===== config.mk =====
export PLATFORM = sky130hd
export DESIGN_NAME = seg_scan_ctrl_flat
export DESIGN_NICKNAME = d
export VERILOG_FILES = /design/src/rtl/seg_scan_if.sv /design/src/rtl/seg_scan_ctrl.sv /design/src/flat_wrapper.sv
export SDC_FILE = /design/constraint.sdc
export NUM_CORES = 1
export LEC_CHECK = 0
export ABC_AREA = 0
export BUFFER_PORTS_ARGS = -buffer_cell sky130_fd_sc_hd__buf_2
export CORE_UTILIZATION = 50
export DETAILED_ROUTE_END_ITERATION = 10
export MAX_ROUTING_LAYER = met4
export PLACE_DENSITY = 0.75
export SYNTH_ARGS = -nofsm -noshare
export SYNTH_HDL_FRONTEND = slang
export SYNTH_SLANG_ARGS = --single-unit
export TNS_END_PERCENT = 5

===== constraint.sdc =====
create_clock -name clk -period 2 [get_ports clk]
set_clock_uncertainty 0.2 [all_clocks]
set_input_delay 0.2 -clock clk [delete_from_list [all_inputs] [get_ports clk]]
set_output_delay 0.2 -clock clk [all_outputs]
set_load 0.02 [all_outputs]

===== src/rtl/seg_scan_if.sv =====
// seg_scan_if -- bundle between a 7-segment scan controller and its user,
// the shared 4-bit-to-7-seg decoder and the display pins.
//
// Signals:
//   load      user -> ctrl   request to latch value_in
//   value_in  user -> ctrl   nibble i = digit i, digit 0 least significant
//   lzb_en    user -> ctrl   leading-zero blanking enable
//   ready     ctrl -> user   no update pending, load will be accepted
//   bin_out   ctrl -> dec    nibble presented to the shared decoder
//   seg_in    dec  -> ctrl   decoder segment pattern
//   seg       ctrl -> pins   registered segment pattern
//   an        ctrl -> pins   digit anodes, active low
//
// Handshake: a load is accepted on a rising clk edge where load=1 and
// ready=1; ready drops on the following cycle and stays low until the
// accepted value has been moved to the display at a frame boundary.
// load while ready=0 is ignored and never overwrites the pending value.
interface seg_scan_if #(
    parameter int NUM_DIGITS = 4
);
    logic                    load;
    logic [4*NUM_DIGITS-1:0] value_in;
    logic                    lzb_en;
    logic                    ready;
    logic [3:0]              bin_out;
    logic [6:0]              seg_in;
    logic [6:0]              seg;
    logic [NUM_DIGITS-1:0]   an;

    modport master (
        output load, value_in, lzb_en, seg_in,
        input  ready, bin_out, seg, an
    );

    modport slave (
        input  load, value_in, lzb_en, seg_in,
        output ready, bin_out, seg, an
    );
endinterface


===== src/rtl/seg_scan_ctrl.sv =====
// seg_scan_ctrl -- time-multiplexed scan controller for a bank of 7-segment
// digits sharing one combinational decoder. Each digit gets a slot of
// REFRESH_DIV cycles: the first BLANK_CYCLES with every anode off (ghosting
// guard), the rest with that digit's anode driven low. Display values are
// double buffered: a load lands in a pending register and is copied to the
// active register only on the last cycle of the last digit, so a frame is
// never drawn with mixed old/new data.
//
// Ports:
//   clk          system clock, rising edge
//   rst_n        asynchronous reset, active low
//   bus          seg_scan_if slave modport (load/ready handshake, decoder
//                nibble and pattern, seg and an display outputs)
//   dbg_state_o  current FSM state (0 = blank gap, 1 = digit shown)
module seg_scan_ctrl #(
    parameter int NUM_DIGITS   = 4,
    parameter int REFRESH_DIV  = 50000,
    parameter int BLANK_CYCLES = 2
) (
    input  logic     clk,
    input  logic     rst_n,
    seg_scan_if.slave bus,
    output logic     dbg_state_o
);

    localparam int IDX_W = (NUM_DIGITS > 1) ? $clog2(NUM_DIGITS) : 1;
    localparam int CNT_W = (REFRESH_DIV > 1) ? $clog2(REFRESH_DIV) : 1;

    localparam logic [CNT_W-1:0] SLOT_LAST  = CNT_W'(REFRESH_DIV - 1);
    localparam logic [CNT_W-1:0] BLANK_LAST = CNT_W'(BLANK_CYCLES - 1);
    localparam logic [IDX_W-1:0] IDX_LAST   = IDX_W'(NUM_DIGITS - 1);

    typedef enum logic {
        ST_BLANK = 1'b0,
        ST_SHOW  = 1'b1
    } state_t;

    state_t                  state_q;
    logic [IDX_W-1:0]        digit_idx_q;
    logic [CNT_W-1:0]        slot_cnt_q;
    logic [4*NUM_DIGITS-1:0] active_q;
    logic [4*NUM_DIGITS-1:0] pending_q;
    logic                    pend_flag_q;
    logic                    ready_q;
    logic [6:0]              seg_q;

    logic                    slot_end;
    logic                    frame_end;
    logic                    load_acc;
    logic                    zero_run;
    logic [NUM_DIGITS-1:0]   lz_blank;
    logic [NUM_DIGITS-1:0]   an_c;

    assign slot_end  = (state_q == ST_SHOW) && (slot_cnt_q == SLOT_LAST);
    assign frame_end = slot_end && (digit_idx_q == IDX_LAST);
    assign load_acc  = bus.load && ready_q;

    always_ff @(posedge clk or negedge rst_n) begin
        if (!rst_n) begin
            state_q     <= ST_BLANK;
            digit_idx_q <= '0;
            slot_cnt_q  <= '0;
            active_q    <= '0;
            pending_q   <= '0;
            pend_flag_q <= 1'b0;
            ready_q     <= 1'b1;
            seg_q       <= 7'h7F;
        end else begin
            // Decoder output is captured every cycle; bin_out is constant
            // over a slot, so seg settles during the blank gap.
            seg_q <= bus.seg_in;

            case (state_q)
                ST_BLANK: begin
                    slot_cnt_q <= slot_cnt_q + 1'b1;
                    if (slot_cnt_q == BLANK_LAST) begin
                        state_q <= ST_SHOW;
                    end
                end
                ST_SHOW: begin
                    if (slot_end) begin
                        state_q     <= ST_BLANK;
                        slot_cnt_q  <= '0;
                        digit_idx_q <= (digit_idx_q == IDX_LAST) ? '0 : digit_idx_q + 1'b1;
                    end else begin
                        slot_cnt_q <= slot_cnt_q + 1'b1;
                    end
                end
            endcase

            // Frame-boundary copy comes first so that a load accepted on
            // the same edge overrides the flag/ready update while the copy
            // still takes the old pending value.
            if (frame_end && pend_flag_q) begin
                active_q    <= pending_q;
                pend_flag_q <= 1'b0;
                ready_q     <= 1'b1;
            end
            if (load_acc) begin
                pending_q   <= bus.value_in;
                pend_flag_q <= 1'b1;
                ready_q     <= 1'b0;
            end
        end
    end

    // lz_blank[i] = 1 when active nibbles i..NUM_DIGITS-1 are all zero.
    // Digit 0 is never blanked.
    always_comb begin
        zero_run = 1'b1;
        lz_blank = '0;
        for (int i = NUM_DIGITS - 1; i >= 1; i--) begin
            zero_run    = zero_run & (active_q[4*i +: 4] == 4'h0);
            lz_blank[i] = zero_run;
        end
    end

    always_comb begin
        an_c = '1;
        if ((state_q == ST_SHOW) && !(bus.lzb_en && lz_blank[digit_idx_q])) begin
            an_c[digit_idx_q] = 1'b0;
        end
    end

    assign bus.an      = an_c;
    assign bus.bin_out = active_q[{digit_idx_q, 2'b00} +: 4];
    assign bus.seg     = seg_q;
    assign bus.ready   = ready_q;
    assign dbg_state_o = state_q;

endmodule


===== src/flat_wrapper.sv =====
// flat-port wrapper written by rule: the top's interface ports become plain ports
module seg_scan_ctrl_flat 
#(
    parameter int NUM_DIGITS   = 4,
    parameter int REFRESH_DIV  = 50000,
    parameter int BLANK_CYCLES = 2
)
  (clk, rst_n, dbg_state_o, bus_load, bus_value_in, bus_lzb_en, bus_seg_in, bus_ready, bus_bin_out, bus_seg, bus_an);
  seg_scan_if #(.NUM_DIGITS(NUM_DIGITS)) bus_i ();
  input  logic clk;
  input  logic rst_n;
  output logic dbg_state_o;
  input wire logic [$bits(bus_i.load)-1:0] bus_load;
  input wire logic [$bits(bus_i.value_in)-1:0] bus_value_in;
  input wire logic [$bits(bus_i.lzb_en)-1:0] bus_lzb_en;
  input wire logic [$bits(bus_i.seg_in)-1:0] bus_seg_in;
  output wire logic [$bits(bus_i.ready)-1:0] bus_ready;
  output wire logic [$bits(bus_i.bin_out)-1:0] bus_bin_out;
  output wire logic [$bits(bus_i.seg)-1:0] bus_seg;
  output wire logic [$bits(bus_i.an)-1:0] bus_an;
  assign bus_i.load = bus_load;
  assign bus_i.value_in = bus_value_in;
  assign bus_i.lzb_en = bus_lzb_en;
  assign bus_i.seg_in = bus_seg_in;
  assign bus_ready = bus_i.ready;
  assign bus_bin_out = bus_i.bin_out;
  assign bus_seg = bus_i.seg;
  assign bus_an = bus_i.an;
  seg_scan_ctrl #(.NUM_DIGITS(NUM_DIGITS), .REFRESH_DIV(REFRESH_DIV), .BLANK_CYCLES(BLANK_CYCLES)) u_core (.clk(clk), .rst_n(rst_n), .bus(bus_i), .dbg_state_o(dbg_state_o));
endmodule

# Word-level counts from Yosys, hierarchy flattened
# Index checks and enable logic that the tools add are counted.
# word_totals
output_inout_bits	17
inputBits	27
register_bits	60
elab_cells	48
# op_classes
n_mux	15
shift	1
reduce_logical	13
eq_ne	3
order_cmp	2
n_addsub	2
bitwise	4
# ops
op	count
16-bit case mux with 2 select lines	1
16-bit by 1-bit adder with 16-bit output (second input constant)	1
16-bit by 1-bit equality test with 1-bit output (second input constant)	1
16-bit equality test (second input constant)	1
16-bit 2-to-1 mux	1
16-bit by 5-bit indexed part select with 4-bit output	1
4-bit zero test	3
1-bit 2-to-1 mux	8
1-bit logical AND	7
4-bit 2-to-1 mux	1
4-bit inverter	1
2-bit by 3-bit < comparator with 1-bit output (second input constant)	1
2-bit by 1-bit adder with 2-bit output (second input constant)	1
1-bit AND	2
1-bit binary-select mux with 2-bit select	1
1-bit demux with 2-bit select	1
2-bit equality test (second input constant)	1
2-bit by 1-bit >= comparator with 1-bit output (second input constant)	1
2-bit 2-to-1 mux	1
1-bit case mux with 2 select lines	1
2-bit AND reduction	1
2-bit nonzero test	1
1-bit zero test	1
1-bit inverter	1

# Logic depth before layout (Yosys ltp)
# depth
word_depth	9
ltp_mapped	6
mapped_depth_nobuf	5

# Least setup slack after synthesis
# Ideal clock, no wire load.
# synth_path
path_type	register to register
startpoint	reg u_core.slot_cnt_q[7]
endpoint	reg u_core.active_q[0]
path_buffers	1
path_stages_with_launch	6
setup_ns	0.125
arrival_time_ns	1.877
slack_ns	-0.202
t_required_ns	1.675
period_less_slack_ns	2.202
cell_sequence	dfrtp_1 or4_4 nor4_4 nand4_4 buf_6 mux2_4
# synth_via
elab_chain_len	4
# synth_lines
element	line_no	text
start: declaration	seg_scan_ctrl.sv:40	logic [CNT_W-1:0] slot_cnt_q;
start signal: assignment	seg_scan_ctrl.sv:75	slot_cnt_q <= slot_cnt_q + 1'b1;
start signal: assignment	seg_scan_ctrl.sv:86	slot_cnt_q <= slot_cnt_q + 1'b1;
16-bit equality test	seg_scan_ctrl.sv:54	assign slot_end = (state_q == ST_SHOW) && (slot_cnt_q == SLOT_LAST);
1-bit logical AND	seg_scan_ctrl.sv:54	
1-bit logical AND	seg_scan_ctrl.sv:55	assign frame_end = slot_end && (digit_idx_q == IDX_LAST);
1-bit logical AND	seg_scan_ctrl.sv:94	if (frame_end && pend_flag_q) begin
end signal: assignment	seg_scan_ctrl.sv:95	active_q <= pending_q;
end: declaration	seg_scan_ctrl.sv:41	logic [4*NUM_DIGITS-1:0] active_q;
# Every way passes these cells.
# A chain may end at the register's enable or synchronous reset.

# Worst setup path in the final report
# layout_path
startpoint	reg u_core.slot_cnt_q[11]
endpoint	reg u_core.active_q[14]
# Same word-level chain as after synthesis.

==> key figures <==
Yosys
  – Yosys cell types: 34
  – Mapped cell area: between 2000 and 3000 um^2
  – Post-synth EDFFs: 0
  – Most frequent cells after synthesis: dfrtp_1 (52), mux2_2 (23), nand3_1 (13), nor2_1 (13), mux2_4 (9)
  – Gate count of the mapped netlist: about 190
  – Top cells by area, synth: dfrtp_1 (50%), mux2_2 (10%), dfstp_2 (8.1%)
  – Register area share after synthesis: 58.1%
  – Ys async rst share: 100%
  – Most instantiated library cell after synthesis: dfrtp_1
  – #FFs+latches synth: 60
  – Yosys top cell area share: 50.0%
  – Mapped Nets: 220
  – Syn Area/Cell: 13.9 um^2
  – Synth Warn #: 0
  – Most used DFF post-synth: dfrtp_1
  – Yosys top cell by area: dfrtp_1

Placement
  – GP Congestion: 0.932
  – Port bufs: 43
  – HPWL Detailed: 3560 um
  – Placed cell count: 313
  – Pre-CTS setup slack: -0.0676 ns

Setup path
  – Crit path max-delay family: simple AND/OR/NAND/NOR gates
  – Worst Path Required: 2.01 ns
  – Setup crit end kind: register
  – CP startpoint kind: register
  – Slowest stage cell, crit path: or4_4
  – Worst-path fanout max: 17
  – WS Path Type: reg -> reg
  – CP arrival: 2.10 ns
  – CP Cell Sequence: or4_4 > nor4_4 > nand4_4 > buf_12 > mux2_4
  – CP peak stage delay: 0.55 ns
  – Buf/Inv on CP: 1

STA
  – Final period utilization: 104%
  – Final worst setup slack: -0.0829 ns
  – Slew @ Worst Pin: 0.331 ns
  – Setup total negative slack: -1.21 ns
  – Normalized max-slew margin: 77.6%
  – Final Hold Viols: 0
  – Period minus WS final: about 2.1 ns
  – RSZ-0062 raised after global routing: yes
  – Max Transition Viols Final: 0
  – # setup viols final: 20
  – F_max: around 0.48 GHz

Detailed routing
  – Routed Antenna Nets: 0
  – WL/cell: 15.6 um
  – Routed Wire Length: approximately 5600 um
  – First DRT Iteration DRCs: 83
  – Vias after detailed routing: about 1800
  – DR DRC count: 0
  – Vias per cell: 5.11
  – 1st-pass router iterations: 4

Min path
  – Worst min path class: in -> async

Clocking
  – Sink Count: 60
  – Root buffer cell: clkbuf_8
  – Inserted Clock Buffers: 9
  – H-tree lvl count: 3
  – Worst skew pair latency: between 0.3 and 0.4 ns
  – Clock Path Buffers: 2
  – CTS tree: built
  – Reg clk slew, reported paths: about 0.070 ns

Cells and area
  – Share of layout cells above drive strength 1: 46.2%
  – Inserted Diodes: 0
  – Non-filler cells, final: 357
  – Syn-to-layout area delta: 38.7%
  – Final Core Density: between 70% and 80%
  – Final #Nets: 318

Run status
  – Status: complete, but fails checks
  – Failing checks: setup timing

Floorplan
  – Die ar.: between 5000 and 6000 um^2
  – FP Rows: 25
  – IO Pins: 44
  – Die outline width: 74.1 um
  – Core Area: 4850 um^2
  – Die H: 74.1 um
  – Initial Util: 53.6%

Power
  – Cell internal pwr: 0.00205 W
  – Worst vdd rail ir drop: slightly above 0.4 mV
  – Cell area power density: 724 nW/um^2
  – Sw Pwr: between 0.0005 and 0.0006 W
  – Flop pwr share: 49.5%
  – Clock power share: 44.8%
  – Switching share of power: 21.5%
  – Combinational power share: 5.6%
  – Lkg Pwr: approximately 1.7 nW

Global routing
  – Vias in the first global route: 1903
  – Total gr overflow: 0
  – Initial antenna violation count: 0
  – GR Util All Layers: 23.0%
  – Largest net degree at the start of global routing: 61
  – First-pass GRT wire length: between 8000 and 9000 um

Job
  – Maxcap violations: 0
==> kinds of logic (layout without fill, tap and decap cells) <==
| group | count (synthesis) | in the layout | synth area share [%] |
|---|---|---|---|
| and+or+nand+nor | 53 | 53 | 11.9 |
| DFF | 60 | 60 | 58.1 |
| muxes | 37 | 37 | 19.0 |
| AOI/OAI and AO/OA | 9 | 9 | 2.02 |
| xor gates and xnor gates | 13 | 13 | 4.38 |
| buffers and inverters | 9 | 112 | 1.64 |
| adders and majority gates | 6 | 6 | 2.89 |
==> tightest hold or removal path, stage by stage <==
cell,delay (ns)
dlygate4sd3_1,0.52
buf_2,0.12
buf_12,0.28
==> power groups by stage <==
stage	Sequential, W	Combinational [W]	Clock (W)
global route	0.00130	0.000163	0.00125
floorplan	0.00131	0.0000352	0
CTS	0.00129	0.000148	0.00119
finish	0.00129	0.000147	0.00117
global placement	0.00131	0.000106	0
detailed placement	0.00131	0.000110	0
==> per-stage QoR <==
stage	instance area (um^2)	power (W)	hold slack (ns)
4_1_cts	3560	0.00263	0.202
3_5_place_dp	3050	0.00142	0.0293
3_3_place_gp	3050	0.00142	0.0296
5_1_grt	3610	0.00270	0.244
6_report	3610	0.00261	0.203
2_1_floorplan	2600	0.00135	-0.296
==> metal layers <==
| layer | wire length (um) | share of wire, % | up-vias | GRT usage [%] |
|---|---|---|---|---|
| met5 | 0 | 0 | - | - |
| met4 | 109 | 2.0 | 0 | 13.5 |
| met3 | 202 | 3.6 | 10 | 4.61 |
| met2 | 2770 | 50 | 50 | 35.1 |
| met1 | 2510 | 45 | 895 | 28.5 |
| li1 | - | - | 869 | - |
==> cell usage in the layout, fill, tap and decap left out, drive strengths merged, types with 2 or more instances in the layout <==
cell type / count
xor2: 8
dfrtp: 52
a31oi: 2
mux2: 32
inv: 4
nand2: 5
dfstp: 8
ha: 6
clkbuf: 9
o21ai: 3
or4: 2
nor3: 3
a21oi: 2
and3: 2
nand3: 13
nor2: 13
bufinv: 2
nor4: 5
clkinv: 4
nand4: 5
dlygate4sd3: 25
mux4: 4
xnor2: 5
buf: 67
==> worst paths after layout <==
kind	from	end	slack, ns	cells past startpoint
setup / recovery	u_core.slot_cnt_q[11]	u_core.active_q[14]	-0.08	5
hold / removal	rst_n	u_core.digit_idx_q[0]	0.20	3
setup reg to reg	u_core.slot_cnt_q[11]	u_core.active_q[14]	-0.08	5
hold reg to reg	u_core.bus.ready	u_core.bus.ready	0.30	1
max in group asynchronous	rst_n	u_core.bus.ready	1.10	3
min in group clk	u_core.bus.ready	u_core.bus.ready	0.30	1
==> sequential cells by signal (all words and copies together), names as in the netlist <==
register            count
u_core.bus.seg          7
u_core.pend_flag_q      1
u_core.dbg_state_o      1
u_core.bus.ready        1
u_core.digit_idx_q      2
u_core.pending_q       16
u_core.slot_cnt_q      16
u_core.active_q        16
==> area by class of cell <==
| cell class | count | area, um^2 |
|---|---|---|
| timing repair buffer | 92 | 713 |
| tap | 67 | 83.8 |
| fill | 314 | 1240 |
| multi-input combinational | 118 | 1070 |
| clock buffer | 9 | 124 |
| clock inverter | 7 | 91.3 |
| inverter | 4 | 15.0 |
| sequential | 60 | 1510 |
==> repair_timing <==
item                                    4_1_cts  5_1_grt
resized for setup                             7       11
endpoints found under the setup margin       28       36
pin swaps                                     3        1
gates cloned                                  0        0
setup buffers                                 3        0
hold buffers                                 25        0
hold endpoints to repair                     85        0
Power figures use the tool's default switching activity.
